**config.mk**
```make
export PLATFORM = sky130hd
export DESIGN_NAME = pipelined_mac_param
export DESIGN_NICKNAME = d
export VERILOG_FILES = /design/src/rtl/pipelined_mac_param.sv
export SDC_FILE = /design/constraint.sdc
export NUM_CORES = 1
export LEC_CHECK = 0
export ABC_AREA = 0
export ABC_CLOCK_PERIOD_IN_PS = 19900
export BUFFER_PORTS_ARGS = -buffer_cell sky130_fd_sc_hd__buf_2
export CAP_MARGIN = 20
export CORE_MARGIN = 1.5
export CORE_UTILIZATION = 55
export DETAILED_ROUTE_END_ITERATION = 12
export PLACE_DENSITY = 0.71
export SYNTH_ARGS = -nofsm -noshare
export SYNTH_HDL_FRONTEND = slang
export SYNTH_SLANG_ARGS = --single-unit
```
**constraint.sdc**
```tcl
create_clock -name CLK -period 19.9 [get_ports CLK]
set_input_delay 1.99 -clock CLK [delete_from_list [all_inputs] [get_ports CLK]]
set_output_delay 1.99 -clock CLK [all_outputs]
set_load 0.05 [all_outputs]
```
**src/rtl/pipelined_mac_param.sv**
```systemverilog
// Parametrised pipelined multiplier / multiply-accumulator with valid tracking and clock enable.
// Input register, PIPE_STAGES product registers, then the accumulator/output stage.
module pipelined_mac_param #(
    parameter int unsigned A_WIDTH     = 18,
    parameter int unsigned B_WIDTH     = 18,
    parameter int unsigned PIPE_STAGES = 3,
    parameter int unsigned ACC_GUARD   = 4
) (
    input  logic                                   CLK,
    input  logic                                   RST,
    input  logic                                   CE,
    input  logic                                   IN_VALID,
    input  logic [A_WIDTH-1:0]                     A,
    input  logic [B_WIDTH-1:0]                     B,
    input  logic                                   SIGNED_IN,
    input  logic                                   ACC_IN,
    output logic                                   OUT_VALID,
    output logic [A_WIDTH+B_WIDTH+ACC_GUARD-1:0]   RESULT,
    output logic                                   OVF
);

    localparam int unsigned P_W   = A_WIDTH + B_WIDTH;
    localparam int unsigned ACC_W = P_W + ACC_GUARD;
    localparam int unsigned LAST  = PIPE_STAGES - 1;

    logic [A_WIDTH-1:0] a_q;
    logic [B_WIDTH-1:0] b_q;
    logic               s0_sgn;
    logic               s0_acc;
    logic               s0_valid;

    logic [P_W-1:0]     a_ext;
    logic [P_W-1:0]     b_ext;
    logic [P_W-1:0]     prod_c;

    logic [P_W-1:0]     p_prod  [PIPE_STAGES];
    logic               p_sgn   [PIPE_STAGES];
    logic               p_acc   [PIPE_STAGES];
    logic               p_valid [PIPE_STAGES];

    logic [ACC_W-1:0]   ext_p;
    logic [ACC_W:0]     sum_c;
    logic               ovf_c;

    // Stage 0: operand and mode capture
    always_ff @(posedge CLK) begin
        if (RST) begin
            a_q      <= '0;
            b_q      <= '0;
            s0_sgn   <= 1'b0;
            s0_acc   <= 1'b0;
            s0_valid <= 1'b0;
        end else if (CE) begin
            a_q      <= A;
            b_q      <= B;
            s0_sgn   <= SIGNED_IN;
            s0_acc   <= ACC_IN;
            s0_valid <= IN_VALID;
        end
    end

    // Extending both operands to P_W makes the truncated P_W product exact in either mode
    always_comb begin
        a_ext  = s0_sgn ? P_W'($signed(a_q)) : P_W'(a_q);
        b_ext  = s0_sgn ? P_W'($signed(b_q)) : P_W'(b_q);
        prod_c = a_ext * b_ext;
    end

    // Product pipe; left for synthesis to retime
    always_ff @(posedge CLK) begin
        if (RST) begin
            for (int i = 0; i < int'(PIPE_STAGES); i++) begin
                p_prod[i]  <= '0;
                p_sgn[i]   <= 1'b0;
                p_acc[i]   <= 1'b0;
                p_valid[i] <= 1'b0;
            end
        end else if (CE) begin
            p_prod[0]  <= prod_c;
            p_sgn[0]   <= s0_sgn;
            p_acc[0]   <= s0_acc;
            p_valid[0] <= s0_valid;
            for (int i = 1; i < int'(PIPE_STAGES); i++) begin
                p_prod[i]  <= p_prod[i-1];
                p_sgn[i]   <= p_sgn[i-1];
                p_acc[i]   <= p_acc[i-1];
                p_valid[i] <= p_valid[i-1];
            end
        end
    end

    // Accumulator add and overflow detection; RESULT is the accumulator itself
    always_comb begin
        ext_p = p_sgn[LAST] ? ACC_W'($signed(p_prod[LAST])) : ACC_W'(p_prod[LAST]);
        sum_c = {1'b0, RESULT} + {1'b0, ext_p};
        if (p_sgn[LAST]) begin
            ovf_c = (RESULT[ACC_W-1] == ext_p[ACC_W-1]) && (sum_c[ACC_W-1] != RESULT[ACC_W-1]);
        end else begin
            ovf_c = sum_c[ACC_W];
        end
    end

    always_ff @(posedge CLK) begin
        if (RST) begin
            OUT_VALID <= 1'b0;
            RESULT    <= '0;
            OVF       <= 1'b0;
        end else if (CE) begin
            OUT_VALID <= p_valid[LAST];
            if (p_valid[LAST]) begin
                if (p_acc[LAST]) begin
                    RESULT <= sum_c[ACC_W-1:0];
                    OVF    <= ovf_c;
                end else begin
                    RESULT <= ext_p;
                    OVF    <= 1'b0;
                end
            end
        end
    end

endmodule

```
==> key figures, run 1 <==
Run status
  – Outcome: finished clean

Place
  – Number of buffers inserted by port buffering: 83
  – Routability cong.: 0.936
  – Placed Instances: 3215
  – Cell Area, Placed: 0.0263 mm2
  – HPWL Detailed: 46000 um

Yosys
  – Most used DFF post-synth: edfxtp_1
  – Share of flip-flops with an asynchronous set or reset after synthesis: 0%
  – Mapped Area: 0.0255 mm2
  – Post-Synthesis Cells: 2644
  – Top cell type by total area after synthesis: fa_1
  – Net Count, Synth: 3294
  – Leading post-synthesis cells by cell area: fa_1 (34%), edfxtp_1 (14%), ha_1 (8.8%), inv_1 (7.9%), and2_1 (6.9%)
  – Post-Syn Area per Cell: 9.64 um2
  – EDFF count, synth: 117
  – Post-synth top area share: 33.6%
  – Number of synthesized register bits: 198
  – Sequential share of the synthesized area: 20.1%
  – Number of different library cells in the post-synthesis netlist: 76
  – Number of warning messages in the yosys log: 0

Min path
  – HP Start: OUT_VALID
  – Cell count of the worst hold path: 2
  – Worst min path class: reg2reg
  – Worst Hold Endpoint: OUT_VALID

Drt
  – DR DRC count: 0
  – Initial DRC count: 1307
  – Number of nets still failing antenna checks after routing: 0
  – Routed via count divided by cell count: 5.42
  – Number of optimization iterations in the first detailed-route pass: 5
  – Number of vias in the routed layout: 17600
  – Final WL: 58600 um
  – Mean routed wirelength per cell: 18.1 um

STA
  – RSZ-0062 raised after global routing: false
  – Total count of hold-check failures in the final report: 0
  – Worst hold margin: 0.478 ns
  – Fin crit share: 41.9%
  – Worst clock skew: 0.0130 ns
  – Sum of negative setup slack: 0 ns
  – Post-layout min period: 8.34 ns
  – Slew at the pin closest to its max-slew limit: 1.13 ns
  – Max Freq: 120 MHz
  – Slew Viols, Final: 0
  – Slew Limit Headroom: 24.3%
  – Total setup violations reported at the end of the flow: 0

Worst setup path
  – Kind of start point of the critical path: register
  – Depth of the worst register-to-register path: 22
  – Reg-to-reg setup timing slack: 11.56 ns
  – Buf+Inv Stages, Crit Path: 5
  – CP most frequent cell: fa_1
  – Slowest CP cell: fa_1
  – Crit path largest cell delay: 0.88 ns
  – Required time at the worst-slack endpoint: 20.23 ns
  – Critical Path End Type: register
  – Largest delay share family, worst path: adder cells
  – Crit Path Class: reg2reg
  – Number of gates on the worst path with buffers counted: 22
  – Reg-to-Reg Start: a_q[17]
  – Crit-path cells: and2_1 > nand2_1 > inv_1 > fa_1 > inv_1 > fa_1 > fa_1 > inv_1 > fa_1 > fa_1 > fa_1 > fa_1 > inv_1 > fa_1 > inv_1 > ha_1 > a21o_1 > a21oi_1 > o21ai_0 > nor3_1 > or3b_1 > a21oi_1
  – Largest fanout on the critical path: 26
  – Worst reg2reg endpoint: p_prod[0][35]
  – CP Data Arrival Time: 8.67 ns

Pwr
  – Pwr per Cell Area: 44.7 mW/mm2
  – Peak VDD IR: 0.0000703 V
  – Leakage power: 13.0 nW
  – Overall Power: 1.20 mW

Clock network
  – Count of clock tree sinks: 198
  – Latest clock arrival within the worst-skew pair: 0.49 ns
  – Maximum number of buffers from clock root to sink: 2
  – Clock tree from TritonCTS: yes
  – Number of instances resized during post-cts repair: 0
  – Total number of H-tree levels: 4
  – Hold Buf Count CTS: 0
  – Buffers inserted during post-CTS setup optimization: 0
  – Root cell of the clock tree: clkbuf_16
  – CTS buffer count: 17
  – Worst-path clk slew: 0.08 ns

GRT
  – Total global-route track usage: 26.2%
  – Remaining global-route overflow: 0
  – Pin count of the biggest net entering global routing: 92
  – Antenna violations before repair: 0
  – Vias in the first global route: 18500
  – Global-route wire length before repair: 96800 um

Floorplan
  – I/O Pins: 84
  – Std-Cell Rows: 78
  – Effective utilization at floorplan: 55.9%
  – Die Outline Area: 0.0477 mm2
  – Core footprint: 0.0456 mm2
  – Height of the die: 218 um
  – Chip Width: 218 um

Final layout
  – Final std cells w/o fill: 3247
  – Syn-to-layout area delta: 5.34%
  – Commonest cells after routing, fill and taps aside: inv_1 (538), fa_1 (428), and2_1 (279), nand2_1 (207), ha_1 (180)
  – Layout cell share with drive strength beyond 1: 5.78%
  – Most frequent standard cell in the layout excluding fill and tap cells: inv_1
  – Ant diodes: 0
  – NumNets Final: 3284
  – Final design instance area without fill: 0.0269 mm2

Job
  – Max Cap Violations: 0
kinds of logic (layout without fill, tap and decap cells):
| logic type | count (synthesis) | count (layout) | synth area share [%] |
|---|---|---|---|
| mux | 51 | 51 | 2.00 |
| simple gates | 741 | 741 | 15.0 |
| fa+ha+maj | 608 | 608 | 42.4 |
| compound gates | 291 | 291 | 7.41 |
| xor+xnor | 87 | 87 | 2.99 |
| buf+inv | 668 | 671 | 10.0 |
| flops | 198 | 198 | 20.1 |
metrics by stage:
step | util [%] | worst slack, ns
after floorplan | - | 12.69
after global placement | 57.6 | 11.90
after detailed placement | 57.6 | 11.61
after CTS | 58.9 | 11.60
after global routing | 58.9 | 11.03
final | 58.9 | 11.56
sequential cells by signal, indices dropped and copies added (netlist names):
name / count
OVF: 1
RESULT: 40
p_valid: 3
p_sgn: 3
a_q: 18
OUT_VALID: 1
s0_acc: 1
p_acc: 3
s0_valid: 1
b_q: 18
p_prod: 108
s0_sgn: 1
cells in the mapped netlist (3+ instances only):
master / number
clkbuf_8: 3
a31oi_1: 12
o21ai_0: 52
a31o_1: 3
nor2b_1: 10
o21ai_1: 8
a31o_2: 3
and3_1: 28
and4_1: 4
inv_1: 538
fa_1: 428
a21oi_1: 83
nand2b_1: 8
nor4_1: 8
a2111oi_0: 3
o21bai_1: 3
o31a_1: 4
nand4_1: 7
xnor2_1: 62
o2111ai_1: 4
xor2_1: 25
or3_1: 8
clkbuf_1: 117
a211oi_1: 27
a21o_1: 33
buf_1: 6
ha_1: 180
edfxtp_1: 117
mux2i_1: 51
or2_2: 3
o211ai_1: 9
a311oi_1: 3
and2_1: 280
o21a_1: 17
nor2_1: 116
nor3_1: 27
nand3_1: 19
nand2_1: 207
dfxtp_1: 81
layout make-up:
type,count,area (um2)
clock buffers,19,433
inverters,539,2020
multi-input cells,1778,17800
well taps,600,751
flip-flops and latches,198,5130
fillers,3962,18700
clock inverters,13,150
repair buffers,100,543
layer usage:
metal / part of all wire (%) / global-route usage [%]
met4: 1.6 / 5.82
met5: 0 / 0
met2: 46 / 42.2
met1: 45 / 37.0
met3: 6.8 / 4.57
report_power, final:
group / switching, mW / internal [mW]
Clock: 0.177 / 0.178
Sequential: 0.0367 / 0.464
Combinational: 0.208 / 0.137
worst max-delay path by stage:
stage                  from       endpoint  slack, ns
floorplan           a_q[17]  p_prod[0][33]      12.69
global placement    a_q[17]  p_prod[0][35]      11.90
CTS                 a_q[17]  p_prod[0][35]      11.60
finish              a_q[17]  p_prod[0][35]      11.56
detailed placement  a_q[17]  p_prod[0][35]      11.61
global route        a_q[17]  p_prod[0][35]      11.03
worst register-to-register path, cell delays in order, from the launching register on:
cell and delay, ns:
dfxtp_1 0.85, and2_1 0.50, nand2_1 0.17, inv_1 0.14
fa_1 0.47, inv_1 0.19, fa_1 0.57, fa_1 0.88
inv_1 0.24, fa_1 0.56, fa_1 0.45, fa_1 0.50
fa_1 0.49, inv_1 0.05, fa_1 0.47, inv_1 0.04
ha_1 0.38, a21o_1 0.15, a21oi_1 0.07, o21ai_0 0.36
nor3_1 0.12, or3b_1 0.39, a21oi_1 0.15
No activity file was read; power rests on OpenSTA's default activity.
==> run 2: changes to the inputs <==
Settings changed: ABC_CLOCK_PERIOD_IN_PS 19900 to 7400, PLACE_DENSITY 0.71 to 0.74.
Clock period 19.9 ns to 7.4 ns, I/O delays scaled along.
==> key figures, run 2 (synthesis gave the netlist of run 1 again) <==
Run status
  – Outcome: finished clean (unchanged)

STA
  – Worst hold margin: 0.481 ns (was 0.478 ns)
  – Slew at the pin closest to its max-slew limit: 0.873 ns (was 1.13 ns)
  – Slew Viols, Final: 0 (unchanged)
  – Total count of hold-check failures in the final report: 0 (unchanged)
  – Max Freq: 139 MHz (was 120 MHz)
  – Post-layout min period: 7.18 ns (was 8.34 ns)
  – Total setup violations reported at the end of the flow: 0 (unchanged)
  – Fin crit share: 97.0% (was 41.9%)
  – Worst clock skew: 0.0178 ns (was 0.0130 ns)
  – Slew Limit Headroom: 41.8% (was 24.3%)

Worst setup path
  – CP Data Arrival Time: 7.39 ns (was 8.67 ns)
  – Required time at the worst-slack endpoint: 7.61 ns (was 20.23 ns)
  – CP most frequent cell: fa_1 (unchanged)
  – Crit-path cells: buf_4 > and2_1 > fa_1 > fa_1 > fa_1 > inv_1 > fa_1 > inv_1 > fa_1 > fa_1 > fa_1 > inv_1 > fa_1 > inv_1 > ha_1 > a21o_1 > a21o_1 > a21oi_1 > nand2_1 > o211a_1 > o31ai_1 > a21o_1 > a21oi_1 (was and2_1 > nand2_1 > inv_1 > fa_1 > inv_1 > fa_1 > fa_1 > inv_1 > fa_1 > fa_1 > fa_1 > fa_1 > inv_1 > fa_1 > inv_1 > ha_1 > a21o_1 > a21oi_1 > o21ai_0 > nor3_1 > or3b_1 > a21oi_1)
  – Slowest CP cell: dfxtp_1 (was fa_1)
  – Crit Path Class: reg2reg (unchanged)
  – Critical Path End Type: register (unchanged)
  – Buf+Inv Stages, Crit Path: 5 (unchanged)
  – Largest fanout on the critical path: 14 (was 26)
  – Largest delay share family, worst path: adder cells (unchanged)
  – Kind of start point of the critical path: register (unchanged)
  – Crit path largest cell delay: 0.53 ns (was 0.88 ns)

GRT
  – Global-route wire length before repair: 97700 um (was 96800 um)
  – Pin count of the biggest net entering global routing: 99 (was 92)
  – Vias in the first global route: 19200 (was 18500)
  – Antenna violations before repair: 0 (unchanged)
  – Remaining global-route overflow: 0 (unchanged)
  – Total global-route track usage: 26.1% (was 26.2%)

Drt
  – Number of optimization iterations in the first detailed-route pass: 5 (unchanged)
  – Routed via count divided by cell count: 5.45 (was 5.42)
  – DR DRC count: 0 (unchanged)
  – Number of nets still failing antenna checks after routing: 0 (unchanged)
  – Number of vias in the routed layout: 18000 (was 17600)
  – Initial DRC count: 1585 (was 1307)
  – Final WL: 58900 um (was 58600 um)
  – Mean routed wirelength per cell: 17.8 um (was 18.1 um)

Final layout
  – Biggest regs: p_prod: 108 flops, RESULT: 40 flops (unchanged)
  – Largest register FFs: 108 (unchanged)
  – Commonest cells after routing, fill and taps aside: inv_1 (537), fa_1 (426), and2_1 (278), nand2_1 (207), ha_1 (180) (was inv_1 (538), fa_1 (428), and2_1 (279), nand2_1 (207), ha_1 (180))
  – Syn-to-layout area delta: 7.74% (was 5.34%)
  – Ant diodes: 0 (unchanged)
  – Layout cell share with drive strength beyond 1: 8.77% (was 5.78%)
  – Biggest register: p_prod (unchanged)
  – NumNets Final: 3340 (was 3284)
  – Most frequent standard cell in the layout excluding fill and tap cells: inv_1 (unchanged)

Pwr
  – Leakage power: 13.4 nW (was 13.0 nW)
  – Peak VDD IR: 0.000183 V (was 0.0000703 V)
  – Combinational fraction of design power: 30.1% (was 28.8%)
  – Pwr per Cell Area: 120 mW/mm2 (was 44.7 mW/mm2)
  – Internal power component: 2.11 mW (was 0.779 mW)
  – Sw Ratio: 35.9% (was 35.1%)
  – Switching power: 1.18 mW (was 0.422 mW)
  – Power share of the clock group: 30.0% (was 29.6%)
  – Overall Power: 3.29 mW (was 1.20 mW)
  – Sequential group share of total power: 40.0% (was 41.7%)

Place
  – HPWL Detailed: 47600 um (was 46000 um)
  – Routability cong.: 0.943 (was 0.936)
  – Number of buffers inserted by port buffering: 83 (unchanged)

Clock network
  – Maximum number of buffers from clock root to sink: 2 (unchanged)
  – Total number of H-tree levels: 4 (unchanged)
  – Worst-path clk slew: 0.08 ns (about the same)
  – Root cell of the clock tree: clkbuf_16 (unchanged)
  – Clock tree from TritonCTS: yes (unchanged)
  – CTS buffer count: 17 (unchanged)
  – Count of clock tree sinks: 198 (unchanged)
  – Latest clock arrival within the worst-skew pair: 0.47 ns (was 0.49 ns)

Floorplan
  – Effective utilization at floorplan: 55.9% (unchanged)
  – Core footprint: 0.0456 mm2 (unchanged)
  – Height of the die: 218 um (unchanged)
  – Chip Width: 218 um (unchanged)
  – Die Outline Area: 0.0477 mm2 (unchanged)
  – I/O Pins: 84 (unchanged)
  – Std-Cell Rows: 78 (unchanged)

Job
  – Max Cap Violations: 0 (unchanged)

Min path
  – Worst min path class: reg2reg (unchanged)
==> run 2: worst min-delay path, delay by kind of cell (launching register included) <==
kind               cells  cell delay, ns
DFF                    1            0.31
and+or+nand+nor        1            0.06
AOI/OAI and AO/OA      1            0.06
==> run 2: power groups by stage <==
stage	registers (mW)	logic [mW]	clock network, mW
3_5_place_dp	1.34	0.974	0
4_1_cts	1.31	0.981	1.00
3_3_place_gp	1.34	0.941	0
5_1_grt	1.33	1.12	1.05
6_report	1.32	0.990	0.987
2_1_floorplan	1.33	0.713	0
==> run 2: cell type report <==
cell class                      instances  area, um2
Fill cell                            3763      18100
Multi-Input combinational cell       1778      17900
Sequential cell                       198       5150
Inverter                              539       2020
Timing Repair Buffer                  156       1040
Tap cell                              600        751
Clock buffer                           17        425
Clock inverter                         15        205
==> run 2: per-stage QoR <==
stage	setup slack, ns	util, %	TNS, ns	instance area [um2]	std cells
after floorplan	0.192	-	0	25500	2644
after global placement	0.195	58.6	0	26700	3269
after detailed placement	0.101	58.6	0	26700	3269
after CTS	0.0547	60.0	0	27400	3301
after global routing	-0.0159	60.3	-0.0159	27500	3303
final	0.224	60.3	0	27500	3303
==> run 2: path summary, 6_finish.rpt <==
| kind | startpoint | endpoint | slack [ns] | cells past startpoint |
|---|---|---|---|---|
| worst max-delay path | a_q[15] | p_prod[0][33] | 0.22 | 23 |
| worst min register to register | OUT_VALID | OUT_VALID | 0.48 | 2 |
| worst max register to register | a_q[15] | p_prod[0][33] | 0.22 | 23 |
| worst min-delay path | OUT_VALID | OUT_VALID | 0.48 | 2 |
==> run 2: timing repair <==
| action | CTS | global route |
|---|---|---|
| hold buffers | 0 | 0 |
| setup buffers | 0 | 1 |
| endpoints found under the setup margin | 0 | 10 |
| resized for setup | 0 | 31 |
==> run 2: routing by layer <==
layer	GRT usage [%]	up-vias	share of wire (%)
met4	6.51	0	2.0
met3	4.48	95	7.1
li1	-	8317	-
met2	43.6	680	47
met5	0	-	0
met1	35.4	8918	44
==> run 3: changes to the inputs <==
Settings changed: ABC_AREA 0 to 1, ABC_CLOCK_PERIOD_IN_PS 7400 to 8610, PLACE_DENSITY 0.74 to 0.71.
Clock period 7.4 ns to 8.61 ns, I/O delays scaled along.
==> key figures, run 3 <==
Run status
  – Outcome: finished clean (unchanged)

Final layout
  – Largest register FFs: 108 (unchanged)
  – Commonest cells after routing, fill and taps aside: inv_1 (986), nand2_1 (722), fa_1 (428), nor2_1 (256), ha_1 (180) (was inv_1 (537), fa_1 (426), and2_1 (278), nand2_1 (207), ha_1 (180))
  – Ant diodes: 0 (unchanged)
  – NumNets Final: 4073 (was 3340)
  – Final std cells w/o fill: 4051 (was 3303)
  – Most frequent standard cell in the layout excluding fill and tap cells: inv_1 (unchanged)
  – Post-Route Utilization: 59.1% (was 60.3%)
  – Layout cell share with drive strength beyond 1: 4.66% (was 8.77%)
  – Syn-to-layout area delta: 5.74% (was 7.74%)
  – Filler cell count in the final layout: 4329 (was 3763)
  – Biggest register: p_prod (unchanged)
  – Biggest regs: p_prod: 108 flops, RESULT: 40 flops (unchanged)

STA
  – Max Freq: 130 MHz (was 139 MHz)
  – Worst hold margin: 0.464 ns (was 0.481 ns)
  – RSZ-0062 raised after global routing: false
  – Slew Limit Headroom: 33.4% (was 41.8%)
  – Worst clock skew: 0.0221 ns (was 0.0178 ns)
  – Slew at the pin closest to its max-slew limit: 0.998 ns (was 0.873 ns)
  – Total count of hold-check failures in the final report: 0 (unchanged)
  – Total setup violations reported at the end of the flow: 0 (unchanged)
  – Slew Viols, Final: 0 (unchanged)
  – Fin crit share: 89.1% (was 97.0%)
  – Sum of negative setup slack: 0 ns (unchanged)
  – Post-layout min period: 7.67 ns (was 7.18 ns)

Floorplan
  – Core footprint: 0.0479 mm2 (was 0.0456 mm2)
  – I/O Pins: 84 (unchanged)
  – Die Outline Area: 0.0501 mm2 (was 0.0477 mm2)
  – Chip Width: 224 um (was 218 um)
  – Effective utilization at floorplan: 55.9% (about the same)
  – Height of the die: 224 um (was 218 um)
  – Std-Cell Rows: 80 (was 78)

Worst setup path
  – CP most frequent cell: fa_1 (unchanged)
  – Reg-to-reg setup timing slack: 0.94 ns (was 0.22 ns)
  – Kind of start point of the critical path: register (unchanged)
  – Timing startpoint of the critical path: b_q[3] (was a_q[15])
  – CP Data Arrival Time: 7.95 ns (was 7.39 ns)
  – Crit path largest cell delay: 0.85 ns (was 0.53 ns)
  – Largest fanout on the critical path: 19 (was 14)
  – Buf+Inv Stages, Crit Path: 5 (unchanged)
  – Crit Path Class: reg2reg (unchanged)
  – Largest delay share family, worst path: adder cells (unchanged)
  – Critical Path End Type: register (unchanged)
  – Slowest CP cell: dfxtp_1 (unchanged)
  – Reg-to-Reg Start: b_q[3] (was a_q[15])
  – Required time at the worst-slack endpoint: 8.89 ns (was 7.61 ns)

Clock network
  – Maximum number of buffers from clock root to sink: 2 (unchanged)
  – Hold Buf Count CTS: 0 (unchanged)
  – Total number of H-tree levels: 4 (unchanged)
  – Count of clock tree sinks: 198 (unchanged)
  – Number of instances resized during post-cts repair: 0 (unchanged)
  – Buffers inserted during post-CTS setup optimization: 0 (unchanged)
  – Worst-path clk slew: 0.10 ns (was 0.08 ns)
  – Root cell of the clock tree: clkbuf_16 (unchanged)
  – Clock tree from TritonCTS: yes (unchanged)
  – Latest clock arrival within the worst-skew pair: 0.51 ns (was 0.47 ns)
  – CTS buffer count: 17 (unchanged)

Yosys
  – Share of flip-flops with an asynchronous set or reset after synthesis: 0% (unchanged)
  – Top cell type by total area after synthesis: fa_1 (unchanged)
  – Sequential share of the synthesized area: 19.2% (was 20.1%)
  – Net Count, Synth: 4063 (was 3294)
  – Number of warning messages in the yosys log: 0 (unchanged)
  – Number of synthesized register bits: 198 (unchanged)
  – Number of different library cells in the post-synthesis netlist: 40 (was 76)
  – EDFF count, synth: 117 (unchanged)
  – Most used DFF post-synth: edfxtp_1 (unchanged)
  – Count leader, synth: inv_1 (unchanged)
  – Post-Syn Area per Cell: 7.86 um2 (was 9.64 um2)
  – Leading post-synthesis cells by instance count: inv_1 (986), nand2_1 (724), fa_1 (428), nor2_1 (257), ha_1 (180) (was inv_1 (538), fa_1 (428), and2_1 (280), nand2_1 (207), ha_1 (180))
  – Post-synth top area share: 32.0% (was 33.6%)
  – Mapped Area: 0.0268 mm2 (was 0.0255 mm2)
  – Post-Synthesis Cells: 3413 (was 2644)
  – Leading post-synthesis cells by cell area: fa_1 (32%), inv_1 (14%), edfxtp_1 (13%), nand2_1 (10%), ha_1 (8.4%) (was fa_1 (34%), edfxtp_1 (14%), ha_1 (8.8%), inv_1 (7.9%), and2_1 (6.9%))

Pwr
  – Pwr per Cell Area: 98.0 mW/mm2 (was 120 mW/mm2)
  – Peak VDD IR: 0.000126 V (was 0.000183 V)
  – Leakage power: 15.4 nW (was 13.4 nW)
  – Overall Power: 2.78 mW (was 3.29 mW)

Place
  – Placed Instances: 4019 (was 3269)
  – Routability cong.: 0.969 (was 0.943)
  – HPWL Detailed: 54900 um (was 47600 um)
  – Number of buffers inserted by port buffering: 83 (unchanged)

Job
  – Max Cap Violations: 0 (unchanged)

Drt
  – Number of nets still failing antenna checks after routing: 0 (unchanged)
  – Mean routed wirelength per cell: 16.7 um (was 17.8 um)
  – Routed via count divided by cell count: 5.13 (was 5.45)
  – Number of vias in the routed layout: 20800 (was 18000)
  – Initial DRC count: 1683 (was 1585)
  – Number of optimization iterations in the first detailed-route pass: 5 (unchanged)
  – DR DRC count: 0 (unchanged)
  – Final WL: 67600 um (was 58900 um)

GRT
  – Global-route wire length before repair: 110000 um (was 97700 um)
  – Met2 track demand over resource: 46.1% (was 43.6%)
  – Antenna violations before repair: 2 (was 0)
  – Vias in the first global route: 21100 (was 19200)
  – Global Route met3 Usage: 5.86% (was 4.48%)
  – Met1 global-route usage: 38.6% (was 35.4%)
  – Pin count of the biggest net entering global routing: 81 (was 99)
  – Grt peak-use layer: met2 (unchanged)
  – Total global-route track usage: 28.5% (was 26.1%)
  – Remaining global-route overflow: 0 (unchanged)

Min path
  – Worst min path class: reg2reg (unchanged)
  – HP Start: OVF (was OUT_VALID)
## run 3: kinds of logic (layout without fill, tap and decap cells)
family / after synthesis / count (layout) / share of synthesized area (%)
adders and majority gates: 608 / 608 / 40.4
xor gates and xnor gates: 30 / 30 / 0.980
DFF: 198 / 198 / 19.2
AOI/OAI and AO/OA: 352 / 352 / 7.26
and+or+nand+nor: 1120 / 1120 / 16.7
buffers and inverters: 1105 / 1128 / 15.5
## run 3: layout make-up
class	instances	area [um2]	share of cell area [%]
multi-input cells	2110	17500	61.8
flip-flops and latches	198	5130	18.1
inverters	990	3720	13.1
well taps	615	769	2.71
repair buffers	106	588	2.07
clock buffers	17	425	1.50
clock inverters	15	188	0.662
## run 3: where the power goes
part	total [mW]	internal, mW	switching (mW)	leakage (nW)
clock	0.874	0.400	0.475	0.293
sequential	1.14	1.07	0.0765	1.96
combinational	0.760	0.268	0.493	13.1
## run 3: worst register-to-register path, delay by kind of cell (launching register included)
family,cells,cell delay (ns)
AND/OR/NAND/NOR,12,1.69
buffers and inverters,5,0.41
adder cells (fa/ha/maj),9,4.49
flip-flops,1,0.85
## run 3: final timing paths
check	to	depth (start not counted)
worst min-delay path	OVF	2
worst max-delay path	p_prod[0][30]	26
worst min register to register	OVF	2
worst max register to register	p_prod[0][30]	26
## run 3: metrics by stage
stage / instance area, um2 / setup WS (ns)
after detailed placement: 27700 / 1.03
after global placement: 27700 / 1.16
after global routing: 28400 / 0.411
final: 28400 / 0.940
after CTS: 28400 / 0.970
after floorplan: 26800 / 1.72
## run 3: routing by layer
metal / routed length, um / part of all wire, % / vias to the layer above
met1: 29500 / 44 / 9834
met4: 1970 / 2.9 / 0
met5: 0 / 0 / -
li1: - / - / 10000
met3: 5370 / 7.9 / 113
met2: 30800 / 46 / 785
